`src/rtl/uart_pkg.sv`:
```
// uart_pkg: shared state encoding and frame constants for the UART TX/RX paths.
// Optional feature macro: UART_PARITY_EN (even parity bit between data bit 7 and stop).
package uart_pkg;

  // One encoding serves both FSMs; PARITY is only reached when UART_PARITY_EN is defined.
  typedef enum logic [2:0] {
    IDLE,
    START,
    DATA,
    PARITY,
    STOP
  } uart_state_e;

  localparam int   DATA_BITS  = 8;
  localparam int   BIT_IDX_W  = $clog2(DATA_BITS);
  localparam logic IDLE_LEVEL = 1'b1;

  // Even parity: the parity bit makes the total count of ones even.
  function automatic logic even_parity(input logic [DATA_BITS-1:0] d);
    return ^d;
  endfunction

endpackage

```
`src/rtl/uart_if.sv`:
```
// uart_if: byte-level host handshake between host logic and uart_core.
// Serial pad signals (tx/rx) are plain ports on the core so loopback is a single wire.
// Optional feature macro: UART_PARITY_EN (does not change this interface).
interface uart_if;
  import uart_pkg::*;

  logic [DATA_BITS-1:0] tx_data;
  logic                 start;
  logic                 tx_busy;
  logic [DATA_BITS-1:0] rx_data;
  logic                 rx_done;
  logic                 frame_err;

  // Host side: issues bytes, consumes received bytes.
  modport master (
    output tx_data, start,
    input  tx_busy, rx_data, rx_done, frame_err
  );

  // Core side.
  modport slave (
    input  tx_data, start,
    output tx_busy, rx_data, rx_done, frame_err
  );
endinterface

```
`src/rtl/uart_rx_unit.sv`:
```
// uart_rx_unit: rx synchronizer, receive FSM and bit/sample counters.
// Samples each bit at its midpoint, found by waiting half a bit after the start edge.
// Optional feature macro: UART_PARITY_EN (adds a PARITY state checking even parity).
module uart_rx_unit
  import uart_pkg::*;
#(
  parameter int CLKS_PER_BIT = 434  // must be >= 4
) (
  input  logic                 clk,
  input  logic                 rst,
  input  logic                 rx,
  output logic [DATA_BITS-1:0] rx_data,
  output logic                 rx_done,
  output logic                 frame_err
);

  localparam int            CW       = $clog2(CLKS_PER_BIT);
  localparam logic [CW-1:0] BIT_LAST = CW'(CLKS_PER_BIT - 1);
  localparam logic [CW-1:0] HALF_LAST = CW'(CLKS_PER_BIT / 2 - 1);
  localparam logic [BIT_IDX_W-1:0] IDX_LAST = BIT_IDX_W'(DATA_BITS - 1);

  logic                 rx_meta_q, rx_sync_q;
  uart_state_e          state_q, state_d;
  logic [CW-1:0]        cnt_q, cnt_d;
  logic [BIT_IDX_W-1:0] bit_q, bit_d;
  logic [DATA_BITS-1:0] shift_q, shift_d;
  logic [DATA_BITS-1:0] data_q, data_d;
  logic                 done_q, done_d;
  logic                 err_q, err_d;
  logic                 par_ok;
`ifdef UART_PARITY_EN
  logic                 par_q, par_d;
`endif

  // Two-flop synchronizer; resets to the idle level so reset never looks like a start bit.
  // NOTE: rx is asynchronous to clk; only rx_sync_q may feed logic, never rx or rx_meta_q.
  always_ff @(posedge clk) begin
    // NOTE: sequential state uses non-blocking assignments so every flop samples pre-edge values.
    if (rst) begin
      rx_meta_q <= IDLE_LEVEL;
      rx_sync_q <= IDLE_LEVEL;
    end else begin
      rx_meta_q <= rx;
      rx_sync_q <= rx_meta_q;
    end
  end

  // Next-state, counter, shift and output-pulse logic of the receive FSM.
  always_comb begin
    // NOTE: every output gets a default first so no path can infer a latch.
    state_d = state_q;
    cnt_d   = cnt_q + 1'b1;
    bit_d   = bit_q;
    shift_d = shift_q;
    data_d  = data_q;
    done_d  = 1'b0;
    err_d   = 1'b0;
    par_ok  = 1'b1;
`ifdef UART_PARITY_EN
    par_d   = par_q;
    par_ok  = (par_q == even_parity(shift_q));
`endif
    case (state_q)
      IDLE: begin
        cnt_d = '0;
        if (rx_sync_q != IDLE_LEVEL) state_d = START;
      end
      START: begin
        // Half a bit in: still low means a real start bit, otherwise a glitch.
        if (cnt_q == HALF_LAST) begin
          cnt_d = '0;
          bit_d = '0;
          state_d = (rx_sync_q == IDLE_LEVEL) ? IDLE : DATA;
        end
      end
      DATA: begin
        if (cnt_q == BIT_LAST) begin
          cnt_d   = '0;
          shift_d = {rx_sync_q, shift_q[DATA_BITS-1:1]};
          if (bit_q == IDX_LAST) begin
`ifdef UART_PARITY_EN
            state_d = PARITY;
`else
            state_d = STOP;
`endif
          end else begin
            bit_d = bit_q + 1'b1;
          end
        end
      end
`ifdef UART_PARITY_EN
      PARITY: begin
        if (cnt_q == BIT_LAST) begin
          cnt_d   = '0;
          par_d   = rx_sync_q;
          state_d = STOP;
        end
      end
`endif
      STOP: begin
        if (cnt_q == BIT_LAST) begin
          cnt_d   = '0;
          state_d = IDLE;
          if (rx_sync_q == IDLE_LEVEL && par_ok) begin
            data_d = shift_q;
            done_d = 1'b1;
          end else begin
            err_d  = 1'b1;
          end
        end
      end
      default: begin
        cnt_d   = '0;
        state_d = IDLE;
      end
    endcase
  end

  // Receive FSM state, counters and registered outputs.
  always_ff @(posedge clk) begin
    if (rst) begin
      state_q <= IDLE;
      cnt_q   <= '0;
      bit_q   <= '0;
      shift_q <= '0;
      data_q  <= '0;
      done_q  <= 1'b0;
      err_q   <= 1'b0;
`ifdef UART_PARITY_EN
      par_q   <= 1'b0;
`endif
    end else begin
      state_q <= state_d;
      cnt_q   <= cnt_d;
      bit_q   <= bit_d;
      shift_q <= shift_d;
      data_q  <= data_d;
      done_q  <= done_d;
      err_q   <= err_d;
`ifdef UART_PARITY_EN
      par_q   <= par_d;
`endif
    end
  end

  assign rx_data   = data_q;
  assign rx_done   = done_q;
  assign frame_err = err_q;

endmodule

```
`src/rtl/uart_core.sv`:
```
// uart_core: 8N1 UART transmitter (inline) plus receiver (uart_rx_unit), one clock/reset.
// tx is registered, so it goes low the cycle after start is accepted.
// Optional feature macro: UART_PARITY_EN (even parity bit on TX and RX, frame grows by one bit).
module uart_core
  import uart_pkg::*;
#(
  parameter int CLKS_PER_BIT = 434  // clocks per bit, must be >= 4
) (
  input  logic  clk,
  input  logic  rst,
  uart_if.slave host,
  output logic  tx,
  input  logic  rx
);

  localparam int            CW       = $clog2(CLKS_PER_BIT);
  localparam logic [CW-1:0] BIT_LAST = CW'(CLKS_PER_BIT - 1);
  localparam logic [BIT_IDX_W-1:0] IDX_LAST = BIT_IDX_W'(DATA_BITS - 1);

  uart_state_e          state_q, state_d;
  logic [CW-1:0]        cnt_q, cnt_d;
  logic [BIT_IDX_W-1:0] bit_q, bit_d;
  logic [DATA_BITS-1:0] shift_q, shift_d;
  logic                 tx_q, tx_d;
  logic                 busy_q, busy_d;
`ifdef UART_PARITY_EN
  logic                 par_q, par_d;
`endif

  logic [DATA_BITS-1:0] rx_data_w;
  logic                 rx_done_w, frame_err_w;

  // Transmit FSM: next state, line level and shift register.
  always_comb begin
    state_d = state_q;
    cnt_d   = cnt_q + 1'b1;
    bit_d   = bit_q;
    shift_d = shift_q;
    tx_d    = tx_q;
    busy_d  = busy_q;
`ifdef UART_PARITY_EN
    par_d   = par_q;
`endif
    case (state_q)
      IDLE: begin
        cnt_d = '0;
        tx_d  = IDLE_LEVEL;
        // Byte is captured here; later tx_data changes cannot touch the frame.
        if (host.start) begin
          shift_d = host.tx_data;
`ifdef UART_PARITY_EN
          par_d   = even_parity(host.tx_data);
`endif
          busy_d  = 1'b1;
          tx_d    = ~IDLE_LEVEL;
          state_d = START;
        end
      end
      START: begin
        if (cnt_q == BIT_LAST) begin
          cnt_d   = '0;
          bit_d   = '0;
          tx_d    = shift_q[0];
          state_d = DATA;
        end
      end
      DATA: begin
        if (cnt_q == BIT_LAST) begin
          cnt_d = '0;
          if (bit_q == IDX_LAST) begin
`ifdef UART_PARITY_EN
            tx_d    = par_q;
            state_d = PARITY;
`else
            tx_d    = IDLE_LEVEL;
            state_d = STOP;
`endif
          end else begin
            bit_d   = bit_q + 1'b1;
            shift_d = shift_q >> 1;
            tx_d    = shift_q[1];
          end
        end
      end
`ifdef UART_PARITY_EN
      PARITY: begin
        if (cnt_q == BIT_LAST) begin
          cnt_d   = '0;
          tx_d    = IDLE_LEVEL;
          state_d = STOP;
        end
      end
`endif
      STOP: begin
        // busy drops with the move to IDLE; a start seen on this last cycle is ignored.
        if (cnt_q == BIT_LAST) begin
          cnt_d   = '0;
          busy_d  = 1'b0;
          state_d = IDLE;
        end
      end
      default: begin
        cnt_d   = '0;
        tx_d    = IDLE_LEVEL;
        busy_d  = 1'b0;
        state_d = IDLE;
      end
    endcase
  end

  // Transmit FSM registers; reset wins over any start, including mid-frame.
  always_ff @(posedge clk) begin
    if (rst) begin
      state_q <= IDLE;
      cnt_q   <= '0;
      bit_q   <= '0;
      shift_q <= '0;
      tx_q    <= IDLE_LEVEL;
      busy_q  <= 1'b0;
`ifdef UART_PARITY_EN
      par_q   <= 1'b0;
`endif
    end else begin
      state_q <= state_d;
      cnt_q   <= cnt_d;
      bit_q   <= bit_d;
      shift_q <= shift_d;
      tx_q    <= tx_d;
      busy_q  <= busy_d;
`ifdef UART_PARITY_EN
      par_q   <= par_d;
`endif
    end
  end

  assign tx           = tx_q;
  assign host.tx_busy = busy_q;

  uart_rx_unit #(
    .CLKS_PER_BIT(CLKS_PER_BIT)
  ) u_rx (
    .clk       (clk),
    .rst       (rst),
    .rx        (rx),
    .rx_data   (rx_data_w),
    .rx_done   (rx_done_w),
    .frame_err (frame_err_w)
  );

  assign host.rx_data   = rx_data_w;
  assign host.rx_done   = rx_done_w;
  assign host.frame_err = frame_err_w;

endmodule

```
`src/flat_wrapper.sv`:
```
// flat-port wrapper written by rule: the top's interface ports become plain ports
module uart_core_flat import uart_pkg::*;
#(
  parameter int CLKS_PER_BIT = 434                                 
)
  (clk, rst, tx, rx, host_tx_data, host_start, host_tx_busy, host_rx_data, host_rx_done, host_frame_err);
  uart_if host_i ();
  input  logic clk;
  input  logic rst;
  output logic tx;
  input  logic rx;
  input wire logic [$bits(host_i.tx_data)-1:0] host_tx_data;
  input wire logic [$bits(host_i.start)-1:0] host_start;
  output wire logic [$bits(host_i.tx_busy)-1:0] host_tx_busy;
  output wire logic [$bits(host_i.rx_data)-1:0] host_rx_data;
  output wire logic [$bits(host_i.rx_done)-1:0] host_rx_done;
  output wire logic [$bits(host_i.frame_err)-1:0] host_frame_err;
  assign host_i.tx_data = host_tx_data;
  assign host_i.start = host_start;
  assign host_tx_busy = host_i.tx_busy;
  assign host_rx_data = host_i.rx_data;
  assign host_rx_done = host_i.rx_done;
  assign host_frame_err = host_i.frame_err;
  uart_core #(.CLKS_PER_BIT(CLKS_PER_BIT)) u_core (.clk(clk), .rst(rst), .host(host_i), .tx(tx), .rx(rx));
endmodule
```
`config.mk`:
```
export PLATFORM = sky130hd
export DESIGN_NAME = uart_core_flat
export DESIGN_NICKNAME = d
export VERILOG_FILES = /design/src/rtl/uart_pkg.sv /design/src/rtl/uart_if.sv /design/src/rtl/uart_rx_unit.sv /design/src/rtl/uart_core.sv /design/src/flat_wrapper.sv
export SDC_FILE = /design/constraint.sdc
export NUM_CORES = 1
export LEC_CHECK = 0
export CORE_MARGIN = 4
export CORE_UTILIZATION = 40
export CTS_CLUSTER_DIAMETER = 100
export DETAILED_ROUTE_END_ITERATION = 7
export GPL_TIMING_DRIVEN = 0
export PLACE_DENSITY = 0.7
export SETUP_SLACK_MARGIN = 0.2
export SLEW_MARGIN = 20
export SYNTH_ARGS = -nofsm -noshare
export SYNTH_HDL_FRONTEND = slang
export SYNTH_HIERARCHICAL = 1
export SYNTH_SLANG_ARGS = --single-unit
```
`constraint.sdc`:
```
create_clock -name clk -period 2.7 [get_ports clk]
set_clock_uncertainty 0.15 [all_clocks]
set_input_delay 0.54 -clock clk [delete_from_list [all_inputs] [get_ports clk]]
set_output_delay 0.54 -clock clk [all_outputs]
set_load 0.005 [all_outputs]
```
### After elaboration in Yosys (flattened, before gate mapping)

Index checks and enable logic that the tools add are counted.

* register bits: 60
* output and inout port bits: 12

* mux-type cells: 37
* equality and inequality tests: 23
* bitwise gates (word level): 5
* reductions and logical operators: 19
* add/subtract/negate cells: 4

Operator list (count)
* 3-bit 2-to-1 mux: 15
* 8-bit 2-to-1 mux: 3
* 3-bit one-hot mux with 4 select lines: 2
* 9-bit by 1-bit adder with 9-bit output, second input constant: 2
* 9-bit equality test, second input constant: 2
* 9-bit 2-to-1 mux: 2
* 9-bit one-hot mux with 2 select lines: 1
* 2-bit != test, second input constant: 8
* 8-bit one-hot mux with 2 select lines: 1
* 3-bit equality test, second input constant: 4
* 3-bit one-hot mux with 2 select lines: 2
* 4-bit AND reduction: 3
* 5-bit AND reduction: 2
* 9-bit by 8-bit equality test with 1-bit output, second input constant: 1
* 3-bit AND reduction: 3
* 3-bit OR reduction: 3
* 1-bit 2-to-1 mux: 8
* 2-bit by 1-bit != test with 1-bit output, second input constant: 4
* 3-bit by 1-bit adder with 3-bit output, second input constant: 2
* 3-bit by 1-bit equality test with 1-bit output, second input constant: 2
* 3-bit by 2-bit equality test with 1-bit output, second input constant: 2
* 3-bit zero test: 2
* 2-bit nonzero test: 3
* 1-bit NOT: 5
* 5 further kinds: 6

### Longest topological paths before layout

* word-level depth: 4
* mapped depth: 8
* mapped depth without buffers: 6

### By module

Netlist, hierarchy kept.

By module, submodules not included
* uart_rx_unit: cells each 151, instances 1, area each 1502.7 µm²
* uart_core: cells each 156, instances 1, area each 1416.4 µm²

### Worst setup path after synthesis

No wires, ideal clock.

* kind: flip-flop to flip-flop
* from: register u_core.bit_q[0]
* to: register u_core.shift_q[7]
* setup time: 0.117 ns
* cell stages (with the launch flop): 7
* path slack: 0.720 ns
* arrival time: 1.713 ns
* required time: 2.433 ns
* period minus slack after synthesis: 1.980 ns
* path through: dfxtp_1 > ha_1 > ha_1 > nor2b_1 > nand4_4 > a211o_4 > a32o_1

* word-level cells in the longest chain between the ends: 3

Ends and longest elaborated chain
* start: declaration: RTL line uart_core.sv:22 `logic [BIT_IDX_W-1:0] bit_q, bit_d;`
* start signal: assignment: RTL line uart_core.sv:126 `bit_q <= bit_d;`
* 3-bit equality test: RTL line uart_core.sv:70 `if (bit_q == IDX_LAST) begin`
* 2-bit != test (no source line)
* 4-bit AND reduction (no source line)
* end signal: assignment: RTL line uart_core.sv:127 `shift_q <= shift_d;`
* end: declaration: RTL line uart_core.sv:23 `logic [DATA_BITS-1:0] shift_q, shift_d;`

No other way between the ends.
A chain may end at the register's enable or synchronous reset.

### Final worst setup path

Ends and elaborated chain as after synthesis.

==> impl_results.md <==
- Worst Path Arrival: 2.25 ns
- Drt pass-1 iters: 4
- I/O Buffers: 23
- Count of pins over their slew limit: 0
- FP Rows: 30
- Worst-Skew Late Latency: 0.34 ns
- Hold Vio Cnt, Final: 0
- Reg2reg start: u_core/bit_q[0]
- Clock power share: 46.4%
- Slew margin rel.: 54.88%
- CTS-repair resized insts: 0
- Post-DRT Antenna Nets: 0
- Total wire length: 5.517 mm
- Global-route wire length before repair: 9.887 mm
- Worst Hold Path EP: u_core/u_rx/rx_sync_q
- Post-synth top area cell: dfxtp_1
- Initial antenna violation count: 0
- Netlist cell types: 60
- ANT cells: 0
- Hold Path Class: flip-flop to flip-flop
- Outcome: finished, final reports clean
- H-Tree Depth: 3
- Core area: 0.006944 sq mm
- Area Growth Syn to Fin: 19.67%
- Setup TNS: 0 ns
- Final setup violation count: 0
- Yosys warnings: 6
- Fin crit share: 80.52%
- Sequential area share after synthesis: 41.15%
- Critical-path maximum fanout: 8
- Commonest cells post-synth: dfxtp_1, nor2_1, mux2i_1
- Worst R2R End: u_core/shift_q[7]
- WS Path Type: flip-flop to flip-flop
- # nets final: 362
- Die area: 0.008728 sq mm
- Dpl cells: 426
- Worst setup EP type: flip-flop
- FFs w/ async S/R, synth: 0%
- Pwr dens: 551.9 mW/mm^2
- Synthesized net count: 328
- Worst hold start: u_core/u_rx/rx_meta_q
- IO Count: 24
- Post-Syn Area per Cell: 9.508 sq um
- Fin crit period: 2.174 ns
- Post-DP HPWL: 3.967 mm
- Hold Path Stages: 1
- Fillers: 655
- WL/cell: 12.48 microns
- Combinational power share: 6.1%
- Most common cell in the synthesized netlist: dfxtp_1
- Switching Fraction: 23.02%
- VDD IR max: 0.4277 mV
- CTS Buf Count: 9
- Worst Path Required: 2.78 ns
- Die width: 93.43 microns
- Pin count of the biggest net entering global routing: 13
- F_max: 460.0 MHz
- Post-synth EDFFs: 0
- Startpoint types: flip-flop
- Sink Count: 60
- Ys flop type: dfxtp_1
- Gpl congestion: 0.8705
- All-Layer GR Usage: 14.01%
- Post-CTS Setup Bufs: 0
- Synth top area share: 41.15%
- Pint: 1.484 mW
- Clock transition at path regs: 0.08 ns
- Vias post-DR: 2238
- Clock root buffer: clkbuf_8
- # Max-Cap Violations: 0
- RSZ-0062 raised after global routing: false
- Synth Instances: 307
- Syn Std Cell Area: 0.002919 sq mm
- P_leak: 1.402 nW
- Synthesized flop and latch total: 60
- Reg power frac: 47.5%
- Starting Density: 42.04%
- Worst slew pin tran: 0.6768 ns
- Share of cells above drive strength 1: 15.32%
- Net switching power: 0.4439 mW
- Via count of the first global-routing pass: 2214
- Fin cells: 442
- DRC viols: 0
- R2R setup slack: 0.53 ns
- Register-to-Register Path Depth: 6
- Vias per cell: 5.063
- Die Y-Extent: 93.43 microns
- Grt ovf: 0
- Synth area leaders: dfxtp_1, mux2i_1, nor2_1
- DRT iter0 DRCs: 75
- Hold-fix buffers, CTS: 0
- CTS tree: yes
- CTS Buffer Depth: 2
power groups by stage:
| stage | Sequential (mW) | Clock, mW | Combinational, mW |
|---|---|---|---|
| floorplan | 0.933 | 0 | 0.0758 |
| global placement | 0.936 | 0 | 0.115 |
| detailed placement | 0.936 | 0 | 0.117 |
| CTS | 0.916 | 0.928 | 0.118 |
| global route | 0.918 | 0.962 | 0.130 |
| finish | 0.916 | 0.894 | 0.118 |
kinds of logic (layout without fill, tap and decap cells):
logic type	count (synthesis)	count (layout)	synth area share [%]
multiplexers	28	28	9.644
AND/OR/NAND/NOR	117	117	22.93
flip-flops	60	60	41.15
AO/OA/AOI/OAI	49	49	13.50
XOR/XNOR	16	16	4.801
buffers and inverters	28	67	4.114
adder cells (fa/ha/maj)	9	9	3.858
final cells by class:
class                      instances  area (sq um)  share of cell area (%)
inverter                          16         60.06                   1.719
sequential                        60          1201                   34.38
multi-input combinational        219          1598                   45.74
timing repair buffer              23         230.2                   6.590
buffer                            12         60.06                   1.719
clock inverter                     7         100.1                   2.865
tap                               96         120.1                   3.438
clock buffer                       9         123.9                   3.546
critical path, cell delays in order, from the launching register on:
cell and delay (ns):
dfxtp_1 0.33, ha_1 0.20, ha_1 0.25, nor2b_1 0.21
nand4_4 0.18, a211o_4 0.45, a32o_1 0.28
state kept, by name (all words and copies together), names as in the netlist:
register and cells:
u_core/u_rx/rx_done 1, u_core/u_rx/shift_q 8, u_core/state_q 3, u_core/u_rx/cnt_q 9, u_core/shift_q 8, u_core/u_rx/frame_err 1
u_core/u_rx/rx_meta_q 1, u_core/u_rx/bit_q 3, u_core/cnt_q 9, u_core/tx 1, u_core/bit_q 3, u_core/u_rx/rx_data 8
u_core/host.tx_busy 1, u_core/u_rx/state_q 3, u_core/u_rx/rx_sync_q 1
how the worst max path moves through the flow:
stage,from,to,cells past startpoint
global placement,rst,u_core/host.tx_busy,4
floorplan,u_core/bit_q[0],u_core/shift_q[7],6
finish,u_core/bit_q[0],u_core/shift_q[7],6
detailed placement,rst,u_core/u_rx/cnt_q[7],7
CTS,u_core/bit_q[0],u_core/shift_q[7],6
global route,u_core/bit_q[0],u_core/shift_q[7],6
routing by layer:
metal | part of all wire (%) | GRT usage [%] | up-vias
li1 | - | - | 1153
met1 | 48 | 17.01 | 1053
met5 | 0 | 0 | -
met4 | 1.4 | 4.396 | 0
met3 | 3.6 | 5.149 | 7
met2 | 47 | 22.99 | 25
placed cells by master, fill, tap and decap left out, types with 3 or more instances in the layout:
| cell type | count |
|---|---|
| clkdlybuf4s50_1 | 23 |
| buf_2 | 3 |
| nand3_1 | 6 |
| nor2_1 | 32 |
| nor3_1 | 7 |
| clkbuf_1 | 6 |
| nand2_1 | 25 |
| nand4_1 | 8 |
| clkbuf_8 | 9 |
| o211ai_1 | 3 |
| xor2_1 | 8 |
| xnor2_1 | 8 |
| a21oi_1 | 12 |
| ha_1 | 9 |
| nor2b_1 | 5 |
| o21ai_0 | 4 |
| mux2i_1 | 27 |
| a211oi_2 | 8 |
| clkinv_4 | 3 |
| dfxtp_1 | 60 |
| inv_1 | 15 |
| nor2_2 | 8 |
per-stage QoR:
stage	utilization (%)	setup WS (ns)	instance area [sq um]	total power, mW	hold WS, ns
2_1_floorplan	-	0.7201	2919	1.009	0.2395
3_3_place_gp	47.08	0.3704	3269	1.051	0.2431
3_5_place_dp	47.08	0.3543	3269	1.053	0.2630
4_1_cts	50.31	0.5097	3493	1.962	0.2815
5_1_grt	50.31	0.4353	3493	2.010	0.2942
6_report	50.31	0.5259	3493	1.928	0.2745
No activity file was read; power rests on OpenSTA's default activity.
